[config.mk]
export PLATFORM = sky130hd
export DESIGN_NAME = fsm_timer_responder
export DESIGN_NICKNAME = d
export VERILOG_FILES = /design/src/rtl/fsm_timer_responder.sv
export SDC_FILE = /design/constraint.sdc
export NUM_CORES = 1
export LEC_CHECK = 0
export ABC_AREA = 1
export BUFFER_PORTS_ARGS = -buffer_cell sky130_fd_sc_hd__buf_2
export CORE_MARGIN = 5
export CORE_UTILIZATION = 40
export DETAILED_ROUTE_END_ITERATION = 10
export PLACE_DENSITY = 0.73
export SKIP_CTS_REPAIR_TIMING = 1
export SLEW_MARGIN = 20
export SYNTH_ARGS = -nofsm -noshare
export SYNTH_HDL_FRONTEND = slang
export SYNTH_SLANG_ARGS = --single-unit
[constraint.sdc]
create_clock -name CLK -period 1.35 [get_ports CLK]
set_input_delay 0.27 -clock CLK [delete_from_list [all_inputs] [get_ports CLK]]
set_output_delay 0.27 -clock CLK [all_outputs]
set_load 0.03 [all_outputs]
[src/rtl/fsm_timer_responder.sv]
// Responder FSM: accepts START, counts DURATION cycles, then holds READY until RESET.
// Moore outputs from registered state/counter; START ignored outside IDLE.
module fsm_timer_responder #(
    parameter int WIDTH = 8
) (
    input  logic             CLK,
    input  logic             N_RESET,
    input  logic             RESET,
    input  logic             START,
    input  logic [WIDTH-1:0] DURATION,
    output logic             READY,
    output logic             BUSY,
    output logic [WIDTH-1:0] REMAIN
);

    typedef enum logic [2:0] {
        S_IDLE = 3'b001,
        S_RUN  = 3'b010,
        S_DONE = 3'b100
    } state_t;

    state_t           r_state;
    state_t           w_state_nxt;
    logic [WIDTH-1:0] r_cnt;
    logic [WIDTH-1:0] w_cnt_nxt;

    always_ff @(posedge CLK or negedge N_RESET) begin
        if (!N_RESET) begin
            r_state <= S_IDLE;
            r_cnt   <= '0;
        end else begin
            r_state <= w_state_nxt;
            r_cnt   <= w_cnt_nxt;
        end
    end

    always_comb begin
        w_state_nxt = r_state;
        w_cnt_nxt   = r_cnt;
        if (RESET) begin
            w_state_nxt = S_IDLE;
            w_cnt_nxt   = '0;
        end else begin
            case (r_state)
                S_IDLE: begin
                    if (START) begin
                        if (DURATION != '0) begin
                            w_state_nxt = S_RUN;
                            w_cnt_nxt   = DURATION;
                        end else begin
                            w_state_nxt = S_DONE;
                            w_cnt_nxt   = '0;
                        end
                    end
                end
                S_RUN: begin
                    // cnt of 0 in RUN is unreachable; retiring it to DONE avoids any wrap
                    if (r_cnt > WIDTH'(1)) begin
                        w_cnt_nxt = r_cnt - WIDTH'(1);
                    end else begin
                        w_state_nxt = S_DONE;
                        w_cnt_nxt   = '0;
                    end
                end
                S_DONE: begin
                    w_state_nxt = S_DONE;
                end
                default: begin
                    w_state_nxt = S_IDLE;
                    w_cnt_nxt   = '0;
                end
            endcase
        end
    end

    assign READY  = (r_state == S_DONE);
    assign BUSY   = (r_state == S_RUN);
    assign REMAIN = r_cnt;

endmodule

After elaboration in Yosys (flattened, before gate mapping) --
Index checks and enable logic that the tools add are counted.
Storage, ports and cells: flip-flop bits (word level) 11, bits of input ports 12, output and inout port bits 10, word-level logic and storage cells 23
Cells by class: add/subtract/negate cells 1, order comparisons 1, equality and inequality tests 6, muxes and demuxes 10, reductions and logical operators 3
Operator list (count):
- $mux 8 | 4
- $pmux 8 s3 | 1
- $mux 3 | 4
- $pmux 3 s3 | 1
- $gt 8x1->1 const B | 1
- $reduce_bool 8->1 | 1
- $sub 8x1->8 const B | 1
- $ne 3x3->1 const B | 2
- $reduce_and 2->1 | 2
- $eq 3x1->1 const B | 1
- $eq 3x2->1 const B | 1
- $eq 3x3->1 const B | 1
- $ne 2x2->1 const B | 1

Depth between registers and ports, before layout --
Gate-level depths: netlist (run 1).
depth in word-level cells 5, gate-level depth with buffers 11, depth with buffers taken out 11

Worst setup path after synthesis (run 1) --
No wires, ideal clock.
path type reg2reg, start point register r_state[1], end point register r_cnt[3], in the netlist REMAIN[3], library setup time 117 ps, arrival 1400 ps, data required time 1233 ps, path slack -168 ps, cell stages (with the launch flop) 7, buffers on the path 0, period minus slack after synthesis 1518 ps, cells stage by stage dfrtp_1 > nor3_2 > nand2_2 > nand2_8 > nor2_8 > nand2_1 > nand2_1
On the way: word-level cells in the longest chain between the ends 3, elaborated cells on any way between the ends 8, those cells by class eq/ne: 5; mux: 2; reduce/logical: 1
RTL lines:
- start, declared | line 22 | state_t r_state;
- start signal, assigned | line 32 | r_state <= w_state_nxt;
- $eq 3x3->1 (*)
- via READY | line 11 | output logic READY,
- $pmux 8 s3 / $ne 2x2->1 (equally long branches)
- $mux 8 / $reduce_and 2->1 (equally long branches)
- end signal, assigned | line 33 | r_cnt <= w_cnt_nxt;
- end, declared | line 24 | logic [WIDTH-1:0] r_cnt;
Mark *: on every way through the listed nets, which the timed path passes. The rest lies on a longest branch. A chain may end at the register's enable or synchronous reset.

Worst setup path in the final report (run 1) --
start point register r_state[0], end point output port BUSY
On the way: word-level cells in the longest chain between the ends 1
RTL lines:
- $eq 3x2->1 | line 77 | assign BUSY = (r_state == S_RUN);
- end, declared | line 12 | output logic BUSY,
Every way passes these cells.

==> results.yml, run 1 <==
run_status:
  status: "finished with violations"
  violations: "negative setup slack"
pwr:
  power.leakage_nw: 0.6629
  totalPowerFinal_mw: 2.562
  power-per-cell-area_nw_per_um2: 2117
  vdd.ir_drop.worst_v: 0.0009529
setup_path:
  timing.rr.end: "REMAIN[5]$_DFFE_PN0P_"
  required_ns: 1.08
  crit_fanout: 3
  rrSetupSlack_ns: -0.05
  reg2reg_depth: 10
  startpoint_type: "flip-flop"
  timing.rr.start: "REMAIN[0]$_DFFE_PN0P_"
  crit_path_end_kind: "primary output"
  crit_type: "reg2out"
  crit_arrival_ns: 1.19
  cp_cell_sequence: "inv_2 > nand3_4 > inv_1 > buf_6"
  crit_slowest_cell: "dfstp_2"
  critPathMaxStageDelay_ns: 0.55
clocking:
  clock_latency_ns: 0.28
  path_clk_slew_ns: 0.07
  cts-root-buf: "clkbuf_4"
  clk_path_buf_depth: 2
  cts_tree: "done"
  numCtsBuffers: 3
  htreeDepth: 1
  cts_sinks: 11
drt:
  wl_per_cell_um: 11.11
  vias: 911
  drcViolationCount: 0
  viasPerCell: 4.624
  drtPass1Iterations: 4
  wl_um: 2188
  antenna_left: 0
  drt-initial-drc-count: 26
timing:
  fmax_ghz: 0.6862
  grt_setup_unrepaired: "true"
  finalSetupViolations: 12
  slew_headroom_pct: 82.20
  hold_viol: 0
  fin_crit_ns: 1.457
  finalHoldWorstSlack_ns: 0.2924
  skew_ns: 0.004471
  tightest_slew_ns: 0.2670
  finalCritPeriodShare_pct: 108.0
  fin_ws_ns: -0.1074
  maxSlewViolCount: 0
grt:
  antenna_found_initial: 0
  use_met1_pct: 17.93
  grt-ovfl-total: 0
  grtUsageMet3_pct: 2.294
  grtUsageTotal_pct: 15.05
  busiest_layer: "met2"
  grt_pass1_vias: 887
  use_met2_pct: 24.26
  grt_max_degree: 12
  grt_pass1_wl_um: 3795
final_layout:
  utilization_pct: 60.44
  final_nets: 185
  n_antenna_cell: 0
  area_growth_pct: 40.14
  final_cell_mix: "nand2_1 (49), buf_2 (19), inv_1 (15), buf_4 (12), nor2_1 (11)"
  fillers: 185
  final_cells: 197
  final_layout_size_suffix_gt1_share_pct: 40.00
  final_common_cell: "nand2_1"
yosys:
  ys_ff_latch: 11
  avgSynthCellArea_um2: 6.590
  yosysWarnings: 0
  ys_seq_area_share_pct: 32.03
  yosys.cell_types.count: 21
  syn-num-nets: 145
  syn_area_um2: 863.3
  syn_inst: 131
floorplanning:
  num_rows: 16
  die-height_um: 56.46
  die_area_um2: 3187
  ios: 22
  die_x_um: 56.46
  core_um2: 2002
  initial_core_util_pct: 43.13
placed_design:
  port_buffers: 21
  dpl.cell_count: 188
  gp_congestion: 0.8212
  dpl.hpwl_um: 1671
flow_run:
  maxCapViolCount: 0
hold_path:
  hold_end: "REMAIN[6]$_DFFE_PN0P_"
  hold_depth: 5
  holdCritPathClass: "in2reg"
  holdCritStartpoint: "DURATION[6]"
==> cells in the mapped netlist <==
cell type,instances,area share (%)
a21oi_1,1,0.58
dfrtp_1,10,29
dfstp_2,1,3.0
ha_1,2,2.9
inv_1,18,7.8
inv_2,3,1.3
nand2_1,52,23
nand2_2,1,0.73
nand2_4,2,2.6
nand2_8,1,2.3
nand3_1,6,3.5
nand4_1,2,1.4
nor2_1,12,5.2
nor2_2,3,2.2
nor2_4,3,3.9
nor2_8,1,2.3
nor3_1,1,0.58
nor3_2,1,1.2
o21ai_0,8,4.6
o21ai_1,2,1.2
o21ai_2,1,1.0
==> where the power goes <==
part           switching [mW]  internal (mW)  total, mW
clock                   0.120          0.115      0.235
sequential              0.138          0.454      0.592
combinational            1.05          0.686       1.73
==> worst max-delay path: cells and delay by family, from the launching register on <==
kind          cells  cell delay, ns
buf+inv           3            0.28
flops             1            0.55
simple gates      1            0.08
==> layout make-up <==
| class | instances | area [um2] | share of cell area (%) |
|---|---|---|---|
| Clock buffer | 4 | 26.28 | 2.172 |
| Multi-Input combinational cell | 99 | 561.8 | 46.43 |
| Sequential cell | 11 | 280.3 | 23.16 |
| Inverter | 21 | 78.83 | 6.515 |
| Timing Repair Buffer | 35 | 229.0 | 18.92 |
| Tap cell | 27 | 33.78 | 2.792 |
==> routing by layer <==
metal / share of wire [%] / vias to the layer above
met5: 0 / -
met4: 2.9 / 0
met3: 3.4 / 5
met2: 53 / 22
met1: 40 / 403
li1: - / 481
==> registers in the layout (all words and copies together), names as in the netlist <==
name	count
r_state	3
REMAIN	8
==> per-stage QoR <==
stage	setup slack (ns)	instance area [um2]	TNS [ns]
finish	-0.1074	1210	-0.4234
global route	-0.1535	1210	-1.492
CTS	-0.2107	1117	-0.9151
detailed placement	-0.05919	1091	-0.4235
global placement	0.004127	1091	0
floorplan	-0.03365	884.6	-0.2087
==> how the worst max path moves through the flow <==
stage | slack (ns) | depth (start not counted) | startpoint | endpoint
3_5_place_dp | -0.06 | 11 | REMAIN[1]$_DFFE_PN0P_ | REMAIN[3]$_DFFE_PN0P_
2_1_floorplan | -0.03 | 10 | REMAIN[1]$_DFFE_PN0P_ | r_state[1]$_DFFE_PN0P_
5_1_grt | -0.15 | 4 | r_state[0]$_DFFE_PN1P_ | BUSY
3_3_place_gp | 0.004 | 9 | REMAIN[0]$_DFFE_PN0P_ | r_state[1]$_DFFE_PN0P_
4_1_cts | -0.21 | 4 | r_state[0]$_DFFE_PN1P_ | BUSY
6_report | -0.11 | 4 | r_state[0]$_DFFE_PN1P_ | BUSY
==> kinds of logic (layout without fill, tap and decap cells) <==
logic type	count (synthesis)	after routing	synth area share [%]
adders and majority gates	2	2	2.898
AOI/OAI and AO/OA	12	12	7.391
DFF	11	11	32.03
and+or+nand+nor	85	85	48.55
buffers and inverters	21	60	9.130
Note: power is estimated with default switching activity, not from simulation.
==> run 2: changes to the inputs <==
--- a/config.mk
+++ b/config.mk
@@ -10,7 +10,7 @@
 export CORE_MARGIN = 5
 export CORE_UTILIZATION = 40
 export DETAILED_ROUTE_END_ITERATION = 10
-export PLACE_DENSITY = 0.73
+export PLACE_DENSITY = 0.71
 export SKIP_CTS_REPAIR_TIMING = 1
 export SLEW_MARGIN = 20
 export SYNTH_ARGS = -nofsm -noshare
==> constraint.sdc (replaced) <==
create_clock -name CLK -period 1.6 [get_ports CLK]
set_input_delay 0.32 -clock CLK [delete_from_list [all_inputs] [get_ports CLK]]
set_output_delay 0.32 -clock CLK [all_outputs]
set_load 0.03 [all_outputs]
==> run 2 against run 1 <==
The flow now finishes without violations. Non-clock buffer count shrank 10. Clock power shrank 14%. Clock-buffer cell count is the same. Sequential power shrank 13%. Cell count shrank 5.1%. Setup slack gained 0.17 ns. Register-to-register slack gained 0.21 ns. Utilization shrank 6.6 points. Final area shrank 11%. Flip-flop and latch count is the same. Via count shrank 1.4%. Highest routed layer unchanged.
==> results.yml, run 2 (synthesis results as in run 1) <==
drt:
  wl_um: 2081
  viasPerCell: 4.802
  drcViolationCount: 0
  wl_per_cell_um: 11.13
  drtPass1Iterations: 4
  drt-initial-drc-count: 18
  antenna_left: 0
  vias: 898
clocking:
  numCtsBuffers: 3
  cts_sinks: 11
  cts-root-buf: "clkbuf_4"
  clock_latency_ns: 0.27
  path_clk_slew_ns: 0.08
  htreeDepth: 1
  clk_path_buf_depth: 2
  cts_tree: "done"
final_layout:
  largest_reg_flops: 8
  seq_area_um2: 276.5
  area_growth_pct: 24.93
  multi_input_area_um2: 525.5
  fillers: 201
  final_common_cell: "nand2_1"
  final_cell_mix: "nand2_1 (50), buf_2 (21), inv_1 (15), nor2_1 (12), dfrtp_1 (10)"
  final_layout_size_suffix_gt1_share_pct: 32.50
  final_nets: 175
  n_antenna_cell: 0
run_status:
  status: "finished, final reports clean"
setup_path:
  startpoint_type: "flip-flop"
  required_ns: 1.28
  crit_type: "reg2out"
  crit_fanout: 3
  timing.rr.end: "REMAIN[3]$_DFFE_PN0P_"
  timing.rr.start: "REMAIN[1]$_DFFE_PN0P_"
  crit_arrival_ns: 1.22
  crit_path_end_kind: "primary output"
  rrSetupSlack_ns: 0.16
  reg2reg_depth: 11
grt:
  grt_max_degree: 12
  busiest_layer: "met2"
  grt_pass1_wl_um: 3560
  grt_pass1_vias: 847
  grtUsageTotal_pct: 13.81
  use_met1_pct: 17.06
  grtUsageMet3_pct: 2.064
  antenna_found_initial: 0
  grt-ovfl-total: 0
  use_met2_pct: 23.43
flow_run:
  maxCapViolCount: 0
hold_path:
  hold_depth: 5
  holdCritPathClass: "in2reg"
  holdCritStartpoint: "DURATION[6]"
  hold_end: "REMAIN[6]$_DFFE_PN0P_"
placed_design:
  gp_congestion: 0.8383
  dpl.hpwl_um: 1542
  port_buffers: 21
pwr:
  power.internal_mw: 0.8614
  clock_power_share_pct: 10.9
  power_frac_seq_pct: 27.6
  comb_power_share_pct: 61.5
  power.leakage_nw: 0.6126
  vdd.ir_drop.worst_v: 0.0007510
  p_sw_mw: 1.009
  switching_share_pct: 53.94
  power-per-cell-area_nw_per_um2: 1734
timing:
  finalCritPeriodShare_pct: 96.14
  slew_headroom_pct: 81.43
  finalHoldWorstSlack_ns: 0.3578
  fin_crit_ns: 1.538
  skew_ns: 0.001563
  fmax_ghz: 0.6501
  maxSlewViolCount: 0
  tns_ns: 0
  hold_viol: 0
  tightest_slew_ns: 0.2785
  finalSetupViolations: 0
  grt_setup_unrepaired: "true"
floorplanning:
  core_um2: 2002
  die-height_um: 56.46
  die_x_um: 56.46
  die_area_um2: 3187
  num_rows: 16
  initial_core_util_pct: 43.13
  ios: 22
[run 2: power by group through the flow]
stage	Sequential, mW	Clock [mW]	Combinational [mW]
2_1_floorplan	0.634	0	0.701
3_3_place_gp	0.509	0	1.05
3_5_place_dp	0.518	0	1.08
4_1_cts	0.512	0.209	1.08
5_1_grt	0.532	0.218	1.30
6_report	0.516	0.203	1.15
[run 2: cell type report]
class | count | area share [%]
inverters | 21 | 7.309
well taps | 27 | 3.132
multi-input cells | 99 | 48.72
clock buffers | 4 | 2.436
repair buffers | 25 | 12.76
flip-flops and latches | 11 | 25.64
[run 2: stage by stage]
stage / std cells / power [mW] / worst slack, ns / cell area (um2) / util [%]
2_1_floorplan: 131 / 1.336 / 0.08238 / 863.3 / -
3_3_place_gp: 179 / 1.563 / 0.2151 / 1002 / 50.06
3_5_place_dp: 179 / 1.593 / 0.1250 / 1002 / 50.06
4_1_cts: 183 / 1.801 / -0.02590 / 1028 / 51.38
5_1_grt: 187 / 2.047 / -0.01002 / 1079 / 53.87
6_report: 187 / 1.870 / 0.06170 / 1079 / 53.87
[run 2: layer usage]
| layer | vias to the layer above | part of all wire [%] |
|---|---|---|
| li1 | 460 | - |
| met1 | 417 | 45 |
| met2 | 17 | 50 |
| met3 | 4 | 2.6 |
| met4 | 0 | 1.5 |
| met5 | - | 0 |
[run 2: how the worst max path moves through the flow]
stage | to | from | slack (ns)
after floorplan | REMAIN[3]$_DFFE_PN0P_ | r_state[1]$_DFFE_PN0P_ | 0.08
after global placement | REMAIN[1]$_DFFE_PN0P_ | r_state[0]$_DFFE_PN1P_ | 0.22
after detailed placement | r_state[1]$_DFFE_PN0P_ | REMAIN[0]$_DFFE_PN0P_ | 0.13
after CTS | BUSY | r_state[0]$_DFFE_PN1P_ | -0.03
after global routing | READY | r_state[1]$_DFFE_PN0P_ | -0.01
final | BUSY | r_state[0]$_DFFE_PN1P_ | 0.06
[run 2: critical path: stages, from the launching register on]
cell	delay [ns]
dfstp_2	0.55
inv_2	0.05
nand3_2	0.10
inv_1	0.07
buf_2	0.17
==> run 3: changes to the inputs <==
--- a/config.mk
+++ b/config.mk
@@ -7,10 +7,12 @@
 export LEC_CHECK = 0
 export ABC_AREA = 1
 export BUFFER_PORTS_ARGS = -buffer_cell sky130_fd_sc_hd__buf_2
+export CELL_PAD_IN_SITES_DETAIL_PLACEMENT = 2
+export CELL_PAD_IN_SITES_GLOBAL_PLACEMENT = 2
 export CORE_MARGIN = 5
-export CORE_UTILIZATION = 40
+export CORE_UTILIZATION = 29
 export DETAILED_ROUTE_END_ITERATION = 10
-export PLACE_DENSITY = 0.71
+export PLACE_DENSITY = 0.9
 export SKIP_CTS_REPAIR_TIMING = 1
 export SLEW_MARGIN = 20
 export SYNTH_ARGS = -nofsm -noshare
==> constraint.sdc (replaced) <==
create_clock -name CLK -period 1.8 [get_ports CLK]
set_input_delay 0.36 -clock CLK [delete_from_list [all_inputs] [get_ports CLK]]
set_output_delay 0.36 -clock CLK [all_outputs]
set_load 0.03 [all_outputs]
==> run 3 against run 2 <==
Total power shrank 9.7%. Critical path type unchanged. Critical endpoint unchanged. Clock skew grew 0.0018 ns. Clock-buffer cell count is the same. Largest power group unchanged.
==> results.yml, run 3 (synthesis results as in run 1) <==
floorplanning:
  num_rows: 19
  die_x_um: 64.56
  core_um2: 2805
  ios: 22
  initial_core_util_pct: 30.78
  die-height_um: 64.56
  die_area_um2: 4168
pwr:
  totalPowerFinal_mw: 1.690
  clock_power_share_pct: 11.1
  switching_share_pct: 56.87
  comb_power_share_pct: 61.2
  power-per-cell-area_nw_per_um2: 1619
  power.internal_mw: 0.7287
  vdd.ir_drop.worst_v: 0.0006203
  p_sw_mw: 0.9609
  power_frac_seq_pct: 27.8
  power.leakage_nw: 0.5976
clocking:
  numCtsBuffers: 3
  path_clk_slew_ns: 0.08
  clock_latency_ns: 0.28
  cts_sinks: 11
  clk_path_buf_depth: 2
  cts-root-buf: "clkbuf_4"
  htreeDepth: 1
  cts_tree: "done"
run_status:
  status: "finished, final reports clean"
timing:
  tightest_slew_ns: 0.2934
  finalCritPeriodShare_pct: 94.21
  maxSlewViolCount: 0
  grt_setup_unrepaired: "false"
  fin_ws_ns: 0.1043
  finalHoldWorstSlack_ns: 0.3918
  fmax_ghz: 0.5897
  tns_ns: 0
  fin_crit_ns: 1.696
  hold_viol: 0
  finalSetupViolations: 0
  skew_ns: 0.003351
  slew_headroom_pct: 80.44
final_layout:
  final_cells: 188
  final_nets: 172
  n_antenna_cell: 0
  design_area_um2: 1044
  final_layout_size_suffix_gt1_share_pct: 26.11
  final_common_cell: "nand2_1"
  final_cell_mix: "nand2_1 (52), buf_2 (21), inv_1 (18), nor2_1 (12), dfrtp_1 (10)"
  utilization_pct: 37.20
  area_growth_pct: 20.87
  largest_reg_flops: 8
placed_design:
  dp_slack_ns: 0.2157
  place_area_um2: 1007
  dpl.cell_count: 183
  dpl.hpwl_um: 2546
  gp_congestion: 0.7638
  port_buffers: 21
flow_run:
  maxCapViolCount: 0
setup_path:
  crit_fanout: 3
  crit_path_end_kind: "primary output"
  required_ns: 1.44
  crit_type: "reg2out"
  crit_arrival_ns: 1.34
  startpoint_type: "flip-flop"
drt:
  wl_um: 3021
  drcViolationCount: 0
  vias: 960
  viasPerCell: 5.106
  drt-initial-drc-count: 12
  wl_per_cell_um: 16.07
  antenna_left: 0
  drtPass1Iterations: 3
grt:
  grt_pass1_wl_um: 5071
  grtUsageTotal_pct: 15.87
  antenna_found_initial: 0
  grt_max_degree: 12
  grt-ovfl-total: 0
  grt_pass1_vias: 1101
hold_path:
  holdCritPathClass: "in2reg"
## run 3: cell type report
cell class / instances / area, um2
Clock buffer: 4 / 26.28
Fill cell: 356 / 1762
Inverter: 21 / 78.83
Multi-Input combinational cell: 99 / 508.0
Sequential cell: 11 / 276.5
Tap cell: 31 / 38.79
Timing Repair Buffer: 22 / 115.1
## run 3: path summary, 6_finish.rpt
check / start / to / cells past startpoint / slack (ns)
worst max-delay path: r_state[0]$_DFFE_PN1P_ / BUSY / 4 / 0.10
worst min-delay path: START / r_state[0]$_DFFE_PN1P_ / 4 / 0.39
worst max register to register: REMAIN[0]$_DFFE_PN0P_ / REMAIN[4]$_DFFE_PN0P_ / 10 / 0.21
worst min register to register: REMAIN[1]$_DFFE_PN0P_ / REMAIN[1]$_DFFE_PN0P_ / 2 / 0.57
max in group asynchronous: N_RESET / r_state[0]$_DFFE_PN1P_ / 2 / 1.04
min in group asynchronous: N_RESET / REMAIN[1]$_DFFE_PN0P_ / 2 / 0.49
## run 3: critical path, stage by stage, from the launching register on
cell	delay (ns)
dfstp_2	0.56
inv_2	0.05
nand3_1	0.17
inv_1	0.08
buf_2	0.18
## run 3: layer usage
| layer | vias up | GRT usage (%) | routed length (um) |
|---|---|---|---|
| met5 | - | 0 | 0 |
| met4 | 0 | 7.916 | 65 |
| met1 | 491 | 16.38 | 1208 |
| li1 | 453 | - | - |
| met3 | 5 | 1.727 | 44 |
| met2 | 11 | 31.31 | 1703 |
## run 3: power groups by stage
stage          Sequential (mW)  Clock (mW)  Combinational, mW
2_1_floorplan            0.564           0              0.623
3_3_place_gp             0.455           0              0.967
3_5_place_dp             0.471           0               1.05
4_1_cts                  0.467       0.195               1.06
5_1_grt                  0.486       0.207               1.15
6_report                 0.469       0.187               1.03
